**config.mk**
```make
export PLATFORM = sky130hd
export DESIGN_NAME = cla_slice_seq_adder
export DESIGN_NICKNAME = d
export VERILOG_FILES = /design/src/rtl/cla_slice_seq_adder.sv
export SDC_FILE = /design/constraint.sdc
export NUM_CORES = 1
export LEC_CHECK = 0
export CAP_MARGIN = 5
export CORE_MARGIN = 2
export CORE_UTILIZATION = 52
export DETAILED_ROUTE_END_ITERATION = 10
export GPL_TIMING_DRIVEN = 0
export PLACE_DENSITY_LB_ADDON = 0.05
export SKIP_LAST_GASP = 1
export SLEW_MARGIN = 20
export SYNTH_ARGS = -nofsm -noshare
export SYNTH_HDL_FRONTEND = slang
export SYNTH_SLANG_ARGS = --single-unit
```
**constraint.sdc**
```tcl
create_clock -name CLK -period 6 [get_ports CLK]
set_input_delay 0.6 -clock CLK [delete_from_list [all_inputs] [get_ports CLK]]
set_output_delay 0.6 -clock CLK [all_outputs]
set_load 0.01 [all_outputs]
```
**src/rtl/cla_slice_seq_adder.sv**
```systemverilog
// Sequential N-bit adder: one SLICE-bit carry-lookahead group per clock, LSB slice first,
// with the group carry registered between slices and valid/ready handshakes on both sides.
module cla_slice_seq_adder #(
  parameter int WIDTH = 16,
  parameter int SLICE = 4
) (
  input  logic             CLK,
  input  logic             RST_N,
  input  logic             IN_VALID,
  output logic             IN_READY,
  input  logic [WIDTH-1:0] A_IN,
  input  logic [WIDTH-1:0] B_IN,
  input  logic             C_IN,
  output logic             OUT_VALID,
  input  logic             OUT_READY,
  output logic [WIDTH-1:0] SUM_OUT,
  output logic             C_OUT,
  output logic             OVF
);

  localparam int NSLICE = WIDTH / SLICE;
  localparam int CNT_W  = (NSLICE > 1) ? $clog2(NSLICE) : 1;

  typedef enum logic [1:0] {S_IDLE, S_RUN, S_HOLD} state_t;

  state_t             r_state, w_state_nxt;
  logic [WIDTH-1:0]   r_a, r_b;
  logic [CNT_W-1:0]   r_cnt;
  logic               r_carry;
  logic [WIDTH-1:0]   r_sum;
  logic               r_cout, r_ovf;

  logic [SLICE-1:0]   w_a_sl, w_b_sl, w_g, w_p, w_sum_sl;
  logic [SLICE:0]     w_c;
  logic               w_last, w_accept;

  // Flat sum-of-products lookahead: every carry is built straight from g/p and c0,
  // never from the previous bit's carry.
  function automatic logic [SLICE:0] lookahead(input logic [SLICE-1:0] g,
                                               input logic [SLICE-1:0] p,
                                               input logic             c0);
    logic [SLICE:0] c;
    logic           t;
    c    = '0;
    c[0] = c0;
    for (int i = 0; i < SLICE; i++) begin
      t = c0;
      for (int j = 0; j <= i; j++) t = t & p[j];
      c[i+1] = t;
      for (int k = 0; k <= i; k++) begin
        t = g[k];
        for (int j = k + 1; j <= i; j++) t = t & p[j];
        c[i+1] = c[i+1] | t;
      end
    end
    return c;
  endfunction

  assign w_a_sl   = r_a[r_cnt * SLICE +: SLICE];
  assign w_b_sl   = r_b[r_cnt * SLICE +: SLICE];
  assign w_g      = w_a_sl & w_b_sl;
  assign w_p      = w_a_sl ^ w_b_sl;
  assign w_c      = lookahead(w_g, w_p, r_carry);
  assign w_sum_sl = w_p ^ w_c[SLICE-1:0];
  assign w_last   = (r_cnt == CNT_W'(NSLICE - 1));
  assign w_accept = (r_state == S_IDLE) && IN_VALID;

  always_comb begin
    w_state_nxt = r_state;
    IN_READY    = 1'b0;
    OUT_VALID   = 1'b0;
    case (r_state)
      S_IDLE: begin
        IN_READY = 1'b1;
        if (IN_VALID) w_state_nxt = S_RUN;
      end
      S_RUN: begin
        if (w_last) w_state_nxt = S_HOLD;
      end
      S_HOLD: begin
        OUT_VALID = 1'b1;
        if (OUT_READY) w_state_nxt = S_IDLE;
      end
      default: w_state_nxt = S_IDLE;
    endcase
  end

  // Operands are only ever loaded at acceptance, so they need no reset.
  always_ff @(posedge CLK) begin
    if (w_accept) begin
      r_a <= A_IN;
      r_b <= B_IN;
    end
  end

  always_ff @(posedge CLK) begin
    if (!RST_N) begin
      r_state <= S_IDLE;
      r_cnt   <= '0;
      r_carry <= 1'b0;
      r_sum   <= '0;
      r_cout  <= 1'b0;
      r_ovf   <= 1'b0;
    end else begin
      r_state <= w_state_nxt;
      if (w_accept) begin
        r_carry <= C_IN;
        r_cnt   <= '0;
      end else if (r_state == S_RUN) begin
        r_sum[r_cnt * SLICE +: SLICE] <= w_sum_sl;
        r_carry <= w_c[SLICE];
        if (w_last) begin
          r_cnt  <= '0;
          r_cout <= w_c[SLICE];
          r_ovf  <= w_c[SLICE] ^ w_c[SLICE-1];
        end else begin
          r_cnt <= r_cnt + 1'b1;
        end
      end
    end
  end

  assign SUM_OUT = r_sum;
  assign C_OUT   = r_cout;
  assign OVF     = r_ovf;

endmodule

```
# == Yosys cells after proc, flatten, opt, wreduce, memory -nomap -nowiden ==
# Index checks and enable logic that the tools add are counted.
# totals
ff_bits,55
output_inout_bits,20
# classes
n_addsub,2
n_eq_ne,6
shifts,4
mux,10
bitwise,26
reduce_logical,7
# op_table
cell,n
$neg A4 Y34,1
$shift A4 B34 Y16 const A,1
$shiftx A4 B34 Y16,1
$shiftx A16 B5 Y4,2
$bwmux W16,1
$and A1 B1 Y1,10
$or A1 B1 Y1,10
$mux W2,4
$xor A4 B4 Y4,2
$ne A2 B2 Y1 const B,3
$pmux W2 S3,1
$reduce_and A3 Y1,2
$and A4 B4 Y4,1
$eq A2 B2 Y1 const B,2
$mux W1,4
$add A2 B1 Y2 const B,1
$eq A2 B1 Y1 const B,1
$logic_not A2 Y1,1
$not A1 Y1,2
$reduce_and A2 Y1,1
$reduce_bool A2 Y1,1
$reduce_or A2 Y1,1
$logic_and A1 B1 Y1,1
$xor A1 B1 Y1,1

# == Logic depth before layout (Yosys ltp) ==
# Gate-level depths: netlist (run 1).
# depth
depth_word,12
ltp_mapped,8
depth_no_buf,7

# == Least setup slack after synthesis (run 1) ==
# OpenSTA, ideal clock, no wires.
# synth_timing
kind,flip-flop to flip-flop
from,reg r_cnt[0]
to,reg r_sum[3] (netlist: SUM_OUT[3])
arrival_ps,2302
path_slack_ps,3569
path_stages_with_launch,9
n_path_buf,1
period_less_slack_ps,2431
path_cell_list,dfxtp_1 > buf_6 > mux4_2 > ha_1 > ha_1 > o211ai_1 > nand2_1 > xnor2_1 > o21ai_0
# synth_between
elab_chain_len,11
# synth_rtl
element,line,source
from (decl),28,logic [CNT_W-1:0] r_cnt;
from (signal assigned),117,r_cnt <= r_cnt + 1'b1;
"$shiftx A16 B5 Y4, on equally long branches","59, 60",
$xor A4 B4 Y4,62,assign w_p = w_a_sl ^ w_b_sl;
$and A1 B1 Y1 (3 in a row),48,for (int j = 0; j <= i; j++) t = t & p[j];
$or A1 B1 Y1 (3 in a row),53,c[i+1] = c[i+1] | t;
$xor A4 B4 Y4,64,assign w_sum_sl = w_p ^ w_c[SLICE-1:0];
$shiftx A4 B34 Y16,110,r_sum[r_cnt * SLICE +: SLICE] <= w_sum_sl;
$bwmux W16 (*),110,
"to (signal, indexed assignment)",110,
to (decl),30,logic [WIDTH-1:0] r_sum;
# Mark *: on every way between the ends. The rest lies on a longest branch, timed or not.
# A chain may end at the register's enable or synchronous reset.

# == Final worst setup path (run 1) ==
# layout_timing
from,reg r_cnt[0]
to,reg r_sum[14] (netlist: SUM_OUT[14])
# The elaborated chain is that of the path after synthesis.

==> results of run 1 <==
-- sequential cells by signal (all words and copies together), names as in the netlist --
name,flops
r_a,16
SUM_OUT,16
r_cnt,2
r_carry,1
C_OUT,1
OVF,1
r_b,16
r_state,2
-- through the flow --
stage	power [µW]	instances	cell area (µm²)
6_report	730.3	281	2998
5_1_grt	766.5	281	2998
4_1_cts	738.8	281	2998
3_5_place_dp	548.4	273	2917
3_3_place_gp	543.7	273	2917
2_1_floorplan	498.4	165	2291
-- critical path: stages (launching register included) --
cell and delay [ns]:
dfxtp_1 0.54, buf_6 0.24, mux4_2 0.56, ha_1 0.31
ha_1 0.19, o21ai_0 0.17, nand2b_1 0.09, xnor2_1 0.38
o21ai_0 0.16
-- power by group through the flow --
stage	registers [µW]	logic, µW	clock network (µW)
global placement	432	111	0
finish	425	114	192
floorplan	433	65.7	0
CTS	425	115	199
detailed placement	434	115	0
global route	427	126	214
-- cells in the mapped netlist, types with 2 or more instances --
library cell / count / area, µm²
nor2b_1: 3 / 18.77
ha_1: 11 / 137.6
nor2_1: 13 / 48.80
dfxtp_1: 23 / 460.4
and4_1: 2 / 17.52
o21ai_0: 7 / 35.03
edfxtp_1: 32 / 960.9
a21oi_1: 6 / 30.03
a22oi_1: 9 / 67.56
o21ai_1: 4 / 20.02
buf_6: 2 / 22.52
mux2i_1: 2 / 20.02
nand3_1: 8 / 40.04
mux4_2: 8 / 180.2
inv_1: 6 / 22.52
clkbuf_1: 3 / 11.26
xnor2_1: 2 / 17.52
nand2_1: 10 / 37.54
-- final cells by class --
type / instances / area, µm² / area share
inverter: 6 / 22.52 / 0.007513
tap: 52 / 65.06 / 0.02170
timing repair buffer: 56 / 560.5 / 0.1870
sequential: 55 / 1421 / 0.4741
clock buffer: 7 / 76.32 / 0.02546
buffer: 5 / 33.78 / 0.01127
multi-input combinational: 99 / 813.3 / 0.2713
clock inverter: 1 / 5.005 / 0.001669
-- metal layers --
metal,GRT usage,part of all wire,up-vias
met2,0.3134,0.51,50
met5,0,0,-
li1,-,-,737
met4,0.07906,0.023,0
met1,0.2166,0.42,697
met3,0.04618,0.052,10
-- cell families (layout without fill, tap and decap cells) --
family          count (synthesis)  in the layout
fa+ha+maj                      12             12
buf+inv                        11             75
mux                            10             10
xor+xnor                        3              3
simple gates                   44             44
compound gates                 30             30
flops                          55             55
-- cell usage in the layout (no fill, tap or decap) --
cell / netlist / final
mux4_2: 8 / 8
xor2_1: 1 / 1
and4_4: 1 / 1
nor2b_1: 3 / 3
clkbuf_8: 0 / 5
clkbuf_1: 3 / 5
o21ai_1: 4 / 4
a221o_1: 1 / 1
nand2_1: 10 / 10
o21bai_1: 1 / 1
fa_1: 1 / 1
nand2b_1: 1 / 1
nor3_1: 1 / 1
buf_6: 2 / 2
xnor2_1: 2 / 2
clkdlybuf4s50_1: 0 / 56
and2_1: 1 / 1
dfxtp_1: 23 / 23
and4_1: 2 / 2
and2_4: 1 / 1
nand3_1: 8 / 8
clkinv_2: 0 / 1
o211ai_1: 1 / 1
nor4b_4: 1 / 1
a21oi_1: 6 / 6
edfxtp_1: 32 / 32
and3_1: 1 / 1
a22oi_1: 9 / 9
mux2i_1: 2 / 2
o21a_1: 1 / 1
o21ai_0: 7 / 7
nor2b_4: 1 / 1
nor2_1: 13 / 13
inv_1: 6 / 6
ha_1: 11 / 11
-- how the worst max path moves through the flow --
stage	startpoint	to	slack, ns	depth (start not counted)
after global placement	r_cnt[0]	SUM_OUT[3]	3.28	8
after detailed placement	r_cnt[0]	SUM_OUT[3]	3.24	8
after CTS	r_cnt[0]	SUM_OUT[3]	3.22	8
final	r_cnt[0]	SUM_OUT[14]	3.25	8
after global routing	r_cnt[0]	SUM_OUT[3]	3.00	8
after floorplan	r_cnt[0]	SUM_OUT[3]	3.57	8
==> flow_metrics.py, run 1 <==
metrics = {
    "final_layout": {
        "fin_util": 0.6981,
        "fin_nets": 277,
        "diodes": 0,
        "nFillCells": 315,
        "layout-drive-gt1-share": 0.08734,
        "syn_to_final_growth_pct": 30.86,
    },
    "synthesis": {
        "synthArstFlopShare": 0,
        "synth_top_family_by_area": "simple AND/OR/NAND/NOR gates",
        "netlist_area_um2": 2291,
        "synth_compound_area_frac": 0.08083,
        "synth_nets": 214,
        "seq_area_frac_synth": 0.6204,
        "synthCells": 165,
        "synth-seq-cells": 55,
        "synthXorXnorAreaFrac": 0.01147,
        "synth.distinct_cells": 32,
        "synthAdderAreaFrac": 0.06881,
        "synth-simple-area-share": 0.1065,
        "synth_edf_count": 32,
        "yosysWarnings": 0,
        "synth.area.mux_share": 0.08738,
        "ys.flop_type": "edfxtp_1",
        "syn-mean-instance-area_um2": 13.88,
    },
    "placement": {
        "io_buffers": 56,
        "gp_congestion": 0.7816,
        "hpwl_um": 3220,
        "dp_slack_ns": 3.239,
    },
    "clock_tree": {
        "holdBufCountCts": 0,
        "clk_pin_slew_ns": 0.09,
        "post_cts_buffers": 0,
        "htree_levels": 2,
        "cts_tree": "done",
        "clk_latency_ns": 0.30,
        "clockBufferDepth": 2,
        "cts.sinks": 55,
        "root_buffer": "clkbuf_8",
        "cts_resized": 0,
        "numCtsBuffers": 5,
    },
    "global_route": {
        "grt.overflow.total": 0,
        "grt_start_max_net_pins": 34,
        "grt_pass1_vias": 1557,
        "track_usage": 0.1828,
        "antenna_found_initial": 0,
        "grt_pass1_wl_um": 6906,
    },
    "detailed_routing": {
        "routed_wl_um": 4167,
        "post_drt_via_cell_ratio": 5.317,
        "post_drt_wl_per_cell_um": 14.83,
        "firstDrtPassIters": 4,
        "via_count": 1494,
        "drt_iter0_markers": 65,
        "drc": 0,
        "ant_nets": 0,
    },
    "worst_setup_path": {
        "critPathKind": "flip-flop to flip-flop",
        "r2r-start": "r_cnt[0]",
        "cp_max_fo": 10,
        "end_kind": "flip-flop",
        "ff2ff_setup_slack_ns": 3.25,
        "timing.rr.end": "SUM_OUT[14]",
        "startpoint_type": "flip-flop",
        "arrival_ns": 2.93,
        "r2r_cells": 8,
        "worstPathRequired_ns": 6.18,
    },
    "die": {
        "die_h_um": 70.38,
        "die_area_um2": 4953,
        "io_pins": 57,
        "rows": 24,
        "die-width_um": 70.38,
        "start_util": 0.5335,
        "coreArea_um2": 4294,
    },
    "sta": {
        "fmax_mhz": 363.5,
        "worst_pin_slew_ns": 0.6131,
        "drv_slew": 0,
        "hold_violations": 0,
        "finalCritPeriodShare": 0.4585,
        "period_minus_slack_ns": 2.751,
        "setup_violations": 0,
        "rsz0062_at_grt": "false",
        "slew_headroom": 0.5913,
        "setup_slack_ns": 3.249,
        "skew_ns": 0.01072,
        "hold_slack_ns": 0.4709,
        "fin_tns_setup_ns": 0,
    },
    "power_and_ir_drop": {
        "leakagePower_uw": 0.001066,
        "pwr_density_cell_nw_per_um2": 243.6,
        "p_sw_uw": 171.7,
        "combPwrFrac": 0.156,
        "clkPwrFrac": 0.263,
        "sw_frac_of_total": 0.2351,
        "ir_drop_mv": 0.1481,
        "pwr-share-seq": 0.581,
        "p_int_uw": 558.6,
    },
    "outcome": {
        "run_status": "complete, no violations",
    },
    "worst_hold_path": {
        "min_path_cells": 2,
        "hold_start": "SUM_OUT[6]",
        "hp-class": "flip-flop to flip-flop",
        "whs_endpoint": "SUM_OUT[6]",
    },
    "run": {
        "max_cap_violations": 0,
    },
}
Note: power is estimated with default switching activity, not from simulation.
==> inputs of run 2 (changes only) <==
CORE_UTILIZATION = 48   (was 52)
clock period = 2.6 ns   (was 6 ns; I/O delays follow)
==> flow_metrics.py, run 2 (synthesized netlist as in run 1, its figures left out) <==
metrics = {
    "worst_setup_path": {
        "end_kind": "flip-flop",
        "r2r-start": "r_cnt[1]",
        "worst-path-buf-inv": 1,
        "arrival_ns": 2.62,
        "critPathKind": "flip-flop to flip-flop",
        "startpoint_type": "flip-flop",
        "timing.rr.end": "r_carry",
        "path_delay_family": "compound AO/OA/AOI/OAI gates",
        "cp_max_fo": 10,
        "crit_chain": "clkbuf_2, mux4_2, ha_1, ha_1, o211ai_1, nand2_2, a21oi_1, a21oi_1",
        "ff2ff_setup_slack_ns": 0.17,
        "cpPeakStageDelay_ns": 0.40,
        "crit_slowest_cell": "dfxtp_1",
        "r2r_cells": 8,
        "worstPathRequired_ns": 2.79,
    },
    "placement": {
        "gp_congestion": 0.8884,
        "hpwl_um": 3209,
        "dp_slack_ns": -0.1939,
        "io_buffers": 56,
    },
    "detailed_routing": {
        "drc": 0,
        "post_drt_via_cell_ratio": 5.351,
        "post_drt_wl_per_cell_um": 14.77,
        "drt_iter0_markers": 66,
        "ant_nets": 0,
        "routed_wl_um": 4209,
        "via_count": 1525,
        "firstDrtPassIters": 4,
    },
    "die": {
        "die_area_um2": 5341,
        "die-width_um": 73.09,
        "start_util": 0.4915,
        "coreArea_um2": 4661,
        "io_pins": 57,
        "die_h_um": 73.09,
        "rows": 25,
    },
    "worst_hold_path": {
        "hp-class": "flip-flop to flip-flop",
        "min_path_cells": 2,
        "whs_endpoint": "SUM_OUT[11]",
        "hold_start": "SUM_OUT[11]",
    },
    "final_layout": {
        "nFillCells": 332,
        "fin_nets": 279,
        "diodes": 0,
        "layout-drive-gt1-share": 0.1212,
        "layout_commonest_cell": "clkdlybuf4s50_1",
        "syn_to_final_growth_pct": 35.50,
        "layout_common_cells": "56 x clkdlybuf4s50_1, 32 x edfxtp_1, 22 x dfxtp_1",
    },
    "clock_tree": {
        "clk_pin_slew_ns": 0.09,
        "root_buffer": "clkbuf_8",
        "cts_tree": "done",
        "htree_levels": 2,
        "numCtsBuffers": 5,
        "clockBufferDepth": 2,
        "holdBufCountCts": 0,
        "clk_latency_ns": 0.30,
        "cts.sinks": 55,
    },
    "sta": {
        "setup_violations": 0,
        "worst_pin_slew_ns": 0.4235,
        "period_minus_slack_ns": 2.430,
        "rsz0062_at_grt": "false",
        "drv_slew": 0,
        "fmax_mhz": 411.5,
        "hold_violations": 0,
        "finalCritPeriodShare": 0.9346,
        "fin_tns_setup_ns": 0,
        "skew_ns": 0.009498,
        "setup_slack_ns": 0.1700,
        "slew_headroom": 0.7177,
    },
    "global_route": {
        "grt_start_max_net_pins": 34,
        "grt.overflow.total": 0,
        "grtUsageMet3": 0.04420,
        "grt_pass1_vias": 1404,
        "grt_pass1_wl_um": 6492,
        "met2_usage": 0.2723,
        "grt_util_met1": 0.2009,
        "grt.busiest_layer": "met2",
        "antenna_found_initial": 0,
        "track_usage": 0.1631,
    },
    "run": {
        "max_cap_violations": 0,
    },
    "power_and_ir_drop": {
        "ir_drop_mv": 0.4382,
        "p_int_uw": 1503,
        "pwr-share-seq": 0.511,
        "pwr_density_cell_nw_per_um2": 616.6,
        "combPwrFrac": 0.153,
        "sw_frac_of_total": 0.2146,
        "clkPwrFrac": 0.336,
        "leakagePower_uw": 0.001117,
        "p_total_uw": 1914,
        "p_sw_uw": 410.7,
    },
    "outcome": {
        "run_status": "complete, no violations",
    },
}
run 2: cell count changes in the layout (fill, tap and decap cells not counted), moves of 2 or more:
cell       before  now
buf_4           0    2
clkbuf_1        5    3
xnor2_1         2    0
bufinv_16       0    2
run 2: what timing repair did:
| item | CTS | global route |
|---|---|---|
| setup endpoints to repair | 10 | 11 |
| pin swaps | 0 | 2 |
| buffers inserted | 0 | 2 |
| gates resized for setup | 4 | 4 |
run 2: worst max path at each step:
stage             start     endpoint  slack (ns)  cells past startpoint
3_3_place_gp   r_cnt[1]   SUM_OUT[3]       -0.13                      8
6_report       r_cnt[1]      r_carry        0.17                      8
2_1_floorplan  r_cnt[0]   SUM_OUT[3]        0.17                      8
4_1_cts        r_cnt[0]  SUM_OUT[15]        0.02                      8
5_1_grt        r_cnt[1]  SUM_OUT[14]       0.009                      8
3_5_place_dp   r_cnt[1]  SUM_OUT[15]       -0.19                      8
run 2: area by class of cell:
cell class                      instances  area [µm²]  share of cell area
Tap cell                               54       67.56             0.02177
Clock inverter                          2       60.06             0.01935
Multi-Input combinational cell         99       842.1              0.2713
Timing Repair Buffer                   58       575.6              0.1854
Clock buffer                            6       72.57             0.02338
Buffer                                  5       38.79             0.01249
Inverter                                6       22.52            0.007255
Sequential cell                        55        1425              0.4591
run 2: power groups by stage:
stage	combinational (µW)	sequential [µW]	clock [µW]
global placement	258	999	0
finish	292	979	643
floorplan	152	999	0
detailed placement	264	1000	0
global route	318	983	693
CTS	277	982	659
run 2: layer usage:
| layer | share of wire | vias up | wire length (µm) |
|---|---|---|---|
| met3 | 0.058 | 5 | 246 |
| met2 | 0.51 | 54 | 2131 |
| met5 | 0 | - | 0 |
| li1 | - | 746 | - |
| met4 | 0.010 | 0 | 44 |
| met1 | 0.42 | 720 | 1787 |
run 2: through the flow:
step | area [µm²] | hold slack (ns) | std cells | util
floorplan | 2291 | 0.3589 | 165 | -
global placement | 2919 | 0.4477 | 275 | 0.6263
detailed placement | 2919 | 0.4620 | 275 | 0.6263
CTS | 3069 | 0.4748 | 283 | 0.6585
global route | 3104 | 0.4900 | 285 | 0.6660
finish | 3104 | 0.4707 | 285 | 0.6660
run 2: worst min-delay path, delay by kind of cell (launching register included):
kind | cells | cell delay, ns
compound gates | 1 | 0.05
flops | 1 | 0.32
simple gates | 1 | 0.06
